<file path="src/rtl/instr_fetch_unit.sv">
// Instruction fetch stage: owns the PC, reads instruction memory combinationally and
// buffers {pc, instr} pairs in a small FIFO for decode. Optional macro: FETCH_MISALIGN_TRAP_EN.
module instr_fetch_unit #(
    parameter logic [31:0] RESET_PC  = 32'h0000_0000,
    parameter int unsigned BUF_DEPTH = 2
) (
    input  logic        I_clk,
    input  logic        I_rst,
    output logic [31:0] O_imem_address,
    input  logic [31:0] I_imem_data,
    input  logic        I_halt,
    input  logic        I_redirect,
    input  logic [31:0] I_redirect_target,
    output logic        O_valid,
    input  logic        I_ready,
    output logic [31:0] O_instr,
    output logic [31:0] O_pc,
    output logic        O_misaligned
);

    localparam int unsigned PW = (BUF_DEPTH > 1) ? $clog2(BUF_DEPTH) : 1;
    localparam int unsigned CW = PW + 1;
    localparam logic [CW-1:0] FULL_COUNT = CW'(BUF_DEPTH);
    localparam logic [31:0] NOP_INSTR = 32'h0000_0013;

    logic [31:0]   pc_q, pc_d;
    logic [PW-1:0] rdPtr_q, rdPtr_d;
    logic [PW-1:0] wrPtr_q, wrPtr_d;
    logic [CW-1:0] count_q, count_d;
    logic [31:0]   entryPc_q    [BUF_DEPTH];
    logic [31:0]   entryInstr_q [BUF_DEPTH];

    logic valid;
    logic pop;
    logic full;
    logic fetch;

    assign valid = (count_q != '0);
    assign full  = (count_q == FULL_COUNT);
    assign pop   = valid & I_ready;
    assign fetch = ~I_halt & ~I_redirect & (~full | pop);

    assign O_imem_address = pc_q;
    assign O_valid        = valid;
    assign O_instr        = valid ? entryInstr_q[rdPtr_q] : NOP_INSTR;
    assign O_pc           = valid ? entryPc_q[rdPtr_q]    : 32'h0000_0000;

    // A redirect wins over fetch and pop alike: the FIFO flushes and a same-cycle pop is void.
    always_comb begin
        pc_d    = pc_q;
        rdPtr_d = rdPtr_q;
        wrPtr_d = wrPtr_q;
        count_d = count_q;
        if (I_redirect) begin
            pc_d    = I_redirect_target & 32'hFFFF_FFFC;
            rdPtr_d = '0;
            wrPtr_d = '0;
            count_d = '0;
        end else begin
            if (fetch) begin
                pc_d    = pc_q + 32'd4;
                wrPtr_d = wrPtr_q + PW'(1);
            end
            if (pop) begin
                rdPtr_d = rdPtr_q + PW'(1);
            end
            count_d = count_q + CW'(fetch) - CW'(pop);
        end
    end

    always_ff @(posedge I_clk or posedge I_rst) begin
        if (I_rst) begin
            pc_q    <= RESET_PC;
            rdPtr_q <= '0;
            wrPtr_q <= '0;
            count_q <= '0;
        end else begin
            pc_q    <= pc_d;
            rdPtr_q <= rdPtr_d;
            wrPtr_q <= wrPtr_d;
            count_q <= count_d;
        end
    end

    // Entry storage needs no reset; count gates visibility of stale slots.
    always_ff @(posedge I_clk) begin
        if (fetch) begin
            entryPc_q[wrPtr_q]    <= pc_q;
            entryInstr_q[wrPtr_q] <= I_imem_data;
        end
    end

`ifdef FETCH_MISALIGN_TRAP_EN
    logic misaligned_q;

    always_ff @(posedge I_clk or posedge I_rst) begin
        if (I_rst) begin
            misaligned_q <= 1'b0;
        end else begin
            misaligned_q <= I_redirect & (I_redirect_target[1:0] != 2'b00);
        end
    end

    assign O_misaligned = misaligned_q;
`else
    assign O_misaligned = 1'b0;
`endif

endmodule

</file>
<file path="config.mk">
export PLATFORM = sky130hd
export DESIGN_NAME = instr_fetch_unit
export DESIGN_NICKNAME = d
export VERILOG_FILES = /design/src/rtl/instr_fetch_unit.sv
export SDC_FILE = /design/constraint.sdc
export NUM_CORES = 1
export LEC_CHECK = 0
export CAP_MARGIN = 5
export CORE_MARGIN = 8
export CORE_UTILIZATION = 35
export DETAILED_ROUTE_END_ITERATION = 12
export MAX_ROUTING_LAYER = met4
export PLACE_DENSITY_LB_ADDON = 0.15
export SYNTH_ARGS = -nofsm -noshare
export SYNTH_HDL_FRONTEND = slang
export SYNTH_SLANG_ARGS = --single-unit
</file>
<file path="constraint.sdc">
create_clock -name I_clk -period 13.2 [get_ports I_clk]
set_clock_uncertainty 0.2 [all_clocks]
set_input_delay 3.96 -clock I_clk [delete_from_list [all_inputs] [get_ports I_clk]]
set_output_delay 3.96 -clock I_clk [all_outputs]
set_load 0.05 [all_outputs]
</file>
== Word level (Yosys, flattened, before mapping) ==
Memories as Yosys holds them, arrays and structs flattened.
Index checks and enable logic that the tools add are counted.
Word-level totals
  register bits: 36
  memory bits (writable): 128
  input bits: 69
  output and inout bits: 98
  word-level logic and storage cells: 33
  memories kept: 2
Cells by class
  $add $sub $neg: 5
  equality and inequality tests: 1
  multiplexer cells: 11
  bitwise operators: 7
  reductions and logical operators: 3
Memory list
  entryInstr_q: depth 2, width 32, read ports 1, clocked after Yosys merged registers in 0, wr ports 1, RTL line 31  | logic [31:0] entryInstr_q [BUF_DEPTH];
  entryPc_q: depth 2, width 32, read ports 1, clocked after Yosys merged registers in 0, wr ports 1, RTL line 30  | logic [31:0] entryPc_q [BUF_DEPTH];
Operators by type and width (count)
  $mux W32: 4
  $add A32 B3 Y32 const B: 1
  $mux W1: 6
  $reduce_bool A2 Y1: 3
  $and A1 B1 Y1: 3
  $not A1 Y1: 3
  $add A1 B1 Y1 const B: 2
  $add A2 B1 Y2: 1
  $eq A2 B2 Y1 const B: 1
  $mux W2: 1
  $sub A2 B1 Y2: 1
  $or A1 B1 Y1: 1

== Logic depth before layout (Yosys ltp) ==
Gate-level depths: netlist of the first run.
  word-level depth: 7
  depth in mapped cells: 8

== Least setup slack after synthesis of the first run ==
Ideal clock, no wire load.
  path type: input -> register
  start point: input I_ready
  end point: memory entryInstr_q[0][0] (enable)
  setup time: 482 ps
  data arrival time: 7092 ps
  path slack: 5426 ps
  stages on the path: 4
  buffers on the path: 1
  cell sequence: nor3b_1 buf_6 or3_1 nor2_1
Between the ends
  word-level cells in the longest chain between the ends: 5
RTL lines
  start, declared: RTL line 15  | input logic I_ready,
  $and A1 B1 Y1: RTL line 40  | assign pop = valid & I_ready;
  $or A1 B1 Y1: RTL line 41  | assign fetch = ~I_halt & ~I_redirect & (~full | pop);
  $and A1 B1 Y1: RTL line 41
  $mux W1: RTL line 87  | if (fetch) begin
  $mux W1 (implied by the code): RTL line 89  | entryInstr_q[wrPtr_q] <= I_imem_data;
  end, declared: RTL line 31
No other way between the ends.

== Final worst setup path of the first run ==
  start point: register count_q[0]
  end point: output O_instr[1]
Between the ends
  word-level cells in the longest chain between the ends: 2
RTL lines
  start, declared: RTL line 29  | logic [CW-1:0] count_q, count_d;
  start signal, assigned: RTL line 81  | count_q <= count_d;
  $reduce_bool A2 Y1: RTL line 38  | assign valid = (count_q != '0);
  $mux W32: RTL line 45  | assign O_instr = valid ? entryInstr_q[rdPtr_q] : NOP_INSTR;
  end, declared: RTL line 16  | output logic [31:0] O_instr,
No other way between the ends.

==> results of run 1 <==
==> state kept, by name, summed over array words and instances, names as in the netlist <==
name	cells
entryPc_q	60
rdPtr_q	1
O_imem_address	30
wrPtr_q	1
count_q	2
entryInstr_q	64
==> area by class of cell <==
type,instances,share of cell area
Inverter,9,0.00374
Sequential cell,158,0.507
Timing Repair Buffer,165,0.181
Multi-Input combinational cell,302,0.217
Clock buffer,20,0.0483
Tap cell,234,0.0324
Clock inverter,12,0.0107
==> how the worst max path moves through the flow <==
stage | slack (ps) | to | from | depth (start not counted)
5_1_grt | 5840 | O_instr[1] | count_q[0] | 5
2_1_floorplan | 5430 | entryInstr_q[0][0] | I_ready | 4
3_5_place_dp | 6210 | entryPc_q[1][7] | I_redirect | 5
4_1_cts | 5990 | O_instr[1] | count_q[0] | 5
3_3_place_gp | 6220 | entryPc_q[1][6] | I_ready | 6
6_report | 6090 | O_instr[1] | count_q[0] | 5
==> report_power, final <==
part | internal [mW] | leakage [nW] | switching (mW)
Sequential | 0.584 | 1.53 | 0.0633
Clock | 0.257 | 0.253 | 0.186
Combinational | 0.255 | 1.28 | 0.513
==> per-stage QoR <==
stage,util,hold WS [ps]
floorplan,-,383
global placement,0.453,358
detailed placement,0.453,363
CTS,0.482,377
global route,0.482,401
finish,0.482,380
==> worst max-delay path, cell delays in order, from the launching register on <==
cell,delay (ps)
dfrtp_1,420
nor2_4,400
buf_4,510
inv_1,260
nand2_1,120
clkdlybuf4s50_1,810
==> cells in the mapped netlist <==
library cell	count	area share
nor2b_1	1	0.00093
xnor2_1	10	0.013
mux2i_1	63	0.094
ha_1	3	0.0056
nand2b_1	1	0.00093
or2_2	3	0.0028
a21oi_1	1	0.00075
inv_2	1	0.00056
inv_1	8	0.0045
nand3_1	9	0.0067
buf_4	5	0.0056
and2_1	2	0.0019
nor3_1	2	0.0015
buf_1	2	0.0011
a211o_1	1	0.0013
conb_1	1	0.00056
nor4bb_1	1	0.0015
buf_2	1	0.00075
xor2_1	2	0.0026
mux2_2	1	0.0017
and4_1	2	0.0026
nor2_1	84	0.047
a311o_1	1	0.0015
nand4_1	7	0.0065
or3_1	6	0.0056
o31ai_1	13	0.015
nand4_2	1	0.0019
o21ai_0	12	0.0090
buf_6	3	0.0050
dfrtp_1	34	0.13
nor4_1	5	0.0047
nor3b_1	1	0.0011
or4_4	2	0.0034
o211a_1	1	0.0015
nor4b_1	1	0.0013
a31oi_1	16	0.015
edfxtp_1	124	0.56
o211ai_1	2	0.0022
or4_1	17	0.019
clkbuf_1	21	0.012
nand2_1	26	0.015
==> per-layer routing <==
layer,share of wire,global-route usage,vias to the layer above,routed length [um]
li1,-,-,2161,-
met1,0.47,0.186,2200,7680
met3,0.051,0.0373,11,839
met4,0.012,0.0462,0,198
met5,0,-,-,0
met2,0.47,0.221,138,7750
==> cell families after synthesis <==
kind of cell               share of synthesized area
muxes                                         0.0959
AOI/OAI and AO/OA                             0.0458
buffers and inverters                         0.0293
adders and majority gates                    0.00561
DFF                                            0.683
xor gates and xnor gates                      0.0157
and+or+nand+nor                                0.124
other                                       0.000560
==> flow_results.org, run 1 <==
** Outcome
- Status :: finished clean

** GRT
- Via count of the first global-routing pass :: 4667
- Pin count of the biggest net entering global routing :: 64
- For this run the aggregate overflow at the end of global routing stands at 0.
- Initial antenna violation count :: 0
- Global-route wire length before repair :: 26.1 mm
- Across every metal layer, demand over resource in global routing totals 0.145.

** Floorplan
- The die covers 0.0238 mm^2.
- From bottom edge to top edge, the die measures 154 um.
- Floorplan core area :: 0.0188 mm^2
- The floorplan has 50 rows.
- Initial core utilization :: 0.357
- Chip Width :: 154 um
- Io pins :: 167

** Clocking
- TritonCTS clock tree :: built
- Number of instances resized during post-cts repair :: 0
- Clk Tree Root Cell :: clkbuf_16
- H-Tree Depth :: 4
- No sink is reached through more buffers than the 2 on the longest clock path.
- Clock-pin slew was measured on the worst setup and hold paths at 60 ps.
- Clock sink count :: 158
- At the later pin of the worst-skew pair, clock insertion delay measures 410 ps.
- The number of setup buffers added after CTS is 0.
- Buffers inserted to repair hold after CTS numbered 0.
- Num CTS Buffers :: 17

** Layout
- Post-route cell area :: 0.00904 mm^2
- In the final layout, the share of cells above drive strength 1 is 0.0661.
- The repair_antennas step left the layout with diodes totalling 0.
- The sequential cells in the finished layout cover a total of 0.00458 mm^2.
- Layout overhead on the synthesized area :: 35.0%
- The library cell used most frequently in the layout, excluding fill and tap cells, is clkdlybuf4s50_1.
- Area of the multi-input gates :: 0.00196 mm^2
- Number of nets in the layout :: 725
- Post-route non-filler standard cell count :: 900
- The library cells used most frequently in the layout, excluding fill and tap cells, are clkdlybuf4s50_1, edfxtp_1, nor2_1.
- The filler cells instantiated in the layout total 1657.

** Setup path
- STA classifies the critical path endpoint as a primary output.
- Startpoint kind of the worst setup timing path :: flip-flop
- RR Endpoint :: entryPc_q[1][11]
- Category of the most critical setup path :: reg2out
- R2R cell count :: 5
- For flop-to-flop paths, the worst setup slack is 10200 ps.
- Of all nets on the critical path, the largest fanout is 43.
- Crit Reg-Reg Startpoint :: count_q[1]
- For the worst setup path, the data required time is 9040 ps.
- For the worst setup path, the data arrival time is 2950 ps.

** Timing
- After routing, the total negative slack on setup checks comes to 0 ps.
- The worst path in the final design needs a cycle of 7110 ps, including I/O delays and setup.
- Final count of hold timing violations :: 0
- Max frequency :: 141 MHz
- Setup repair after global routing left no endpoint under its margin.
- For the pin with the worst max-slew slack, the measured transition is 1150 ps.
- Headroom to the max-slew limit came out at 0.235.
- The final max-slew violation count came to 0.
- Setup violations remaining at the end of the flow were counted as 0.
- Fin crit share :: 0.538
- Setup slack closes at 6090 ps.

** Power and ir drop
- Leak :: 3.06 nW
- Maximum vdd drop :: 0.132 mV
- Overall power consumption after layout is estimated at 1.86 mW.
- Power density over the cells :: 206 mW/mm^2

** Drt
- Antenna Nets Post-Route :: 0
- The pre-antenna-repair detailed-routing pass consisted of 4 iterations.
- For this run, design rule violations remaining after detail routing come to 0.
- Routed vias/inst :: 5.01
- 1st-iter DRT viols :: 178
- Drt total wl :: 16.5 mm
- Number of vias after detailed routing :: 4510
- In the final routed layout, each cell accounts on average for 18.3 um.

** Flow run
- Count of maximum capacitance violations :: 0

** Placement
- OpenSTA, run right after detailed placement, puts the worst setup slack at 6210 ps.
- GP Congestion :: 0.791
- Summing all placed instances gives a cell area of 0.00850 mm^2.
- The number of placed instances, taps included, is 868.
- During placement, the flow inserted port buffers numbering 159.
- DP HPWL :: 11.2 mm

** Hold path
- The startpoint identified for the worst hold timing path is O_imem_address[7].
- Worst min-delay path category :: reg2reg
- The path with the worst hold slack has its endpoint at entryPc_q[0][7].
- The worst hold path passes through 0 cells.

** Logic synthesis
- The mapped netlist covers 0.00670 mm^2.
- The Yosys step of the flow raised 0 warnings.
- Each instance of the synthesized netlist takes up on average 13.5 um^2.
- Synthesis inferred 158 register bits.
- Counting distinct cell types in the post-synthesis netlist gives 41.
- For this run, the register share of the synthesized area comes to 0.683.
- After technology mapping, the gate count stands at 497.
No activity file was read; power rests on OpenSTA's default activity.
==> run 2: changes to the inputs <==
==> constraint.sdc (replaced) <==
create_clock -name I_clk -period 7.4 [get_ports I_clk]
set_clock_uncertainty 0.2 [all_clocks]
set_input_delay 2.22 -clock I_clk [delete_from_list [all_inputs] [get_ports I_clk]]
set_output_delay 2.22 -clock I_clk [all_outputs]
set_load 0.05 [all_outputs]
==> run 2 against run 1 <==
Compared with the run above: wire length is 0.69% lower; register-to-register slack worse by 5600 ps; critical path depth is 2 lower; global-route usage hardly changed; flip-flop and latch count stayed put; worst hold slack worse by 6.4 ps; worst setup slack worse by 3900 ps; via count is 1.2% lower; final cell count stayed put; final area is 0.48% higher; die area stayed put; first-iteration DRC count is 6.2% higher; critical endpoint is now O_pc[16]; largest cell class unchanged; highest routed layer unchanged.
==> flow_results.org, run 2 (synthesis results as in run 1) <==
** Clocking
- Clk Tree Root Cell :: clkbuf_16
- Insertion delay of the later-clocked pin in the worst-skew pair :: 410 ps (about the same)
- H-Tree Depth :: 4 (unchanged)
- The number of buffers inserted during clock tree synthesis came to 17 (unchanged).
- Clk slew on worst S/H paths :: 60 ps (about the same)
- The hold-fix buffer count after cts came to 0 (unchanged).
- Largest buffer count on any clock path :: 2 (unchanged)
- The post-cts resize count is 0 (unchanged).
- TritonCTS built the clock tree.
- The number of post-CTS setup repair buffers was 0 (unchanged).
- Clock sink count :: 158 (unchanged)

** Layout
- The library cell used most frequently in the layout, excluding fill and tap cells, is clkdlybuf4s50_1.
- Leaving out fill and tap cells, the most frequent cells in the layout are clkdlybuf4s50_1, edfxtp_1, nor2_1.
- The filler cell count in the final layout is 1664 (+0.42%).
- The post-route non-filler standard cell count came to 900 (unchanged).
- The register area came to 0.00458 mm^2 (unchanged).
- The register with the most flip-flops in the final layout is entryInstr_q.
- Layout overhead on the synthesized area :: 35.6%
- Area of the multi-input gates :: 0.00196 mm^2 (unchanged)
- The layout cell share with drive strength beyond 1 is 0.0646 (-0.00150).
- The count of nets after finishing was 725 (unchanged).
- Max reg flops :: 64 (unchanged)
- Antenna diodes :: 0 (unchanged)

** Setup path
- The setup path with the least slack is of type reg2out.
- The total buffers and inverters traversed by the critical path is 1 (-2).
- Startpoint kind of the worst setup timing path :: flip-flop
- Slowest CP cell :: dfrtp_4
- STA classifies the critical path endpoint as a primary output.
- The logic depth of the worst register-to-register path is 5 (unchanged).
- The data arrival time of the critical path came to 2810 ps (-140 ps).
- Slowest cell delay on critical path :: 1180 ps (+370 ps)
- Ordered list of cells on the worst path :: mux2i_1 > nor2_1 > clkdlybuf4s50_1
- RR Endpoint :: entryInstr_q[1][26]
- The startpoint identified for the worst register-to-register timing path is count_q[1].
- Data required time at the worst endpoint :: 4980 ps (-4060 ps)
- The highest net fanout along the worst path is 63 (+47%).
- Critical path's top delay family :: flip-flops
- Slack of the worst reg-to-reg path :: 4590 ps (-5610 ps)
- Crit path depth :: 3 (-2)

** Power and ir drop
- Power density over the cells :: 367 mW/mm^2 (+79%)
- Maximum vdd drop :: 0.163 mV (+23%)
- The leakage dissipation was 3.08 nW (+0.68%).

** Placement
- The setup slack after placement is 2330 ps (-3890 ps).
- The weighted congestion reported at the end of routability-driven placement was 0.766 (-3.1%).
- The total half-perimeter wirelength after legalization and detailed placement was 11.2 mm (+0.23%).
- The number of input and output port buffers inserted was 159 (unchanged).
- The instance count after placement with tap cells included was 868 (unchanged).

** Drt
- First-pass DRT Iterations :: 4 (unchanged)
- Top layer in use :: met4
- DRC violation count after routing :: 0 (unchanged)
- Number of vias after detailed routing :: 4457 (-1.2%)
- The sum of met3 wire segment lengths after detailed routing was 641 um (-24%).
- The wire length per cell came to 18.2 um (-0.69%).
- Routed vias/inst :: 4.95 (-1.2%)
- Routed length on met2 :: 7.91 mm (+2.1%)
- Detailed-route wire length on metal 1 :: 7.58 mm (-1.4%)
- The number of nets with antenna violations after routing is 0 (unchanged).
- 1st-iter DRT viols :: 189 (+6.2%)
- Drt total wl :: 16.4 mm (-0.69%)

** Timing
- Of the available clock period, the critical path in the final layout requires 0.706.
- Based on the critical path, the design can be clocked at up to 191 MHz.
- Min Hold Slack :: 373 ps (-6.43 ps)
- Final count of hold timing violations :: 0 (unchanged)
- For the finished layout, the period the worst path requires is 5230 ps.
- The final-layout setup total negative slack is 0 ps (unchanged).
- The relative slew slack is 0.247 (+0.0124).
- Setup repair after global routing left no endpoint under its margin.
- Worst-margin pin slew :: 1130 ps (-18.6 ps)
- Final setup viols :: 0 (unchanged)
- Final Worst Setup Slack :: 2170 ps (-3920 ps)
- Max Transition Viols Final :: 0 (unchanged)

** Hold path
- Start point of the worst min-delay path :: O_imem_address[8]
- Hold endpoint :: entryPc_q[1][8]
- Worst min-delay path category :: reg2reg
- Cells on Worst Hold Path :: 0 (unchanged)

** Floorplan
- Floorplan core area :: 0.0188 mm^2 (unchanged)
- Rows :: 50 (unchanged)
- The die boundary width was 154 um (unchanged).
- The floorplan die height came to 154 um (unchanged).
- Io pins :: 167 (unchanged)
- The die outline area is 0.0238 mm^2 (unchanged).
- Initial core utilization :: 0.357 (unchanged)

** GRT
- Global-route usage over all layers :: 0.144 (-0.000407)
- Global-route wire length before repair :: 25.9 mm (-0.66%)
- Initial antenna violation count :: 0 (unchanged)
- The via count of the first global-routing pass came to 4723 (+1.2%).
- The total overflow reported by the global router is 0 (unchanged).
- Pin count of the biggest net entering global routing :: 64 (unchanged)

** Outcome
- The run finished with clean final reports.

** Flow run
- Count of maximum capacitance violations :: 0 (unchanged)
run 2: area by class of cell:
type / instances / area share
sequential: 158 / 0.504
multi-input combinational: 302 / 0.216
timing repair buffer: 165 / 0.183
clock buffer: 26 / 0.0540
tap: 234 / 0.0322
clock inverter: 6 / 0.00675
inverter: 9 / 0.00372
run 2: where the power goes:
part / switching, mW / internal [mW] / leakage [nW]
Sequential: 0.111 / 1.04 / 1.53
Clock: 0.322 / 0.491 / 0.267
Combinational: 0.915 / 0.458 / 1.28
Total: 1.35 / 1.99 / 3.08
run 2: worst max path at each step:
| stage | from | end |
|---|---|---|
| finish | rdPtr_q | O_pc[16] |
| global route | rdPtr_q | O_pc[13] |
| CTS | rdPtr_q | O_pc[18] |
| detailed placement | I_redirect | entryInstr_q[1][5] |
| global placement | I_ready | entryInstr_q[1][5] |
| floorplan | I_ready | entryInstr_q[0][0] |
run 2: metal layers:
layer / vias up / GRT usage
li1: 2158 / -
met1: 2153 / 0.177
met2: 131 / 0.230
met3: 15 / 0.0259
met4: 0 / 0.0653
met5: - / -
run 2: through the flow:
stage	instance area, um^2	power, mW	util
final	9080	3.34	0.484
after global routing	9080	3.49	0.484
after CTS	9080	3.39	0.484
after detailed placement	8530	2.57	0.454
after global placement	8530	2.56	0.454
after floorplan	6710	2.06	-
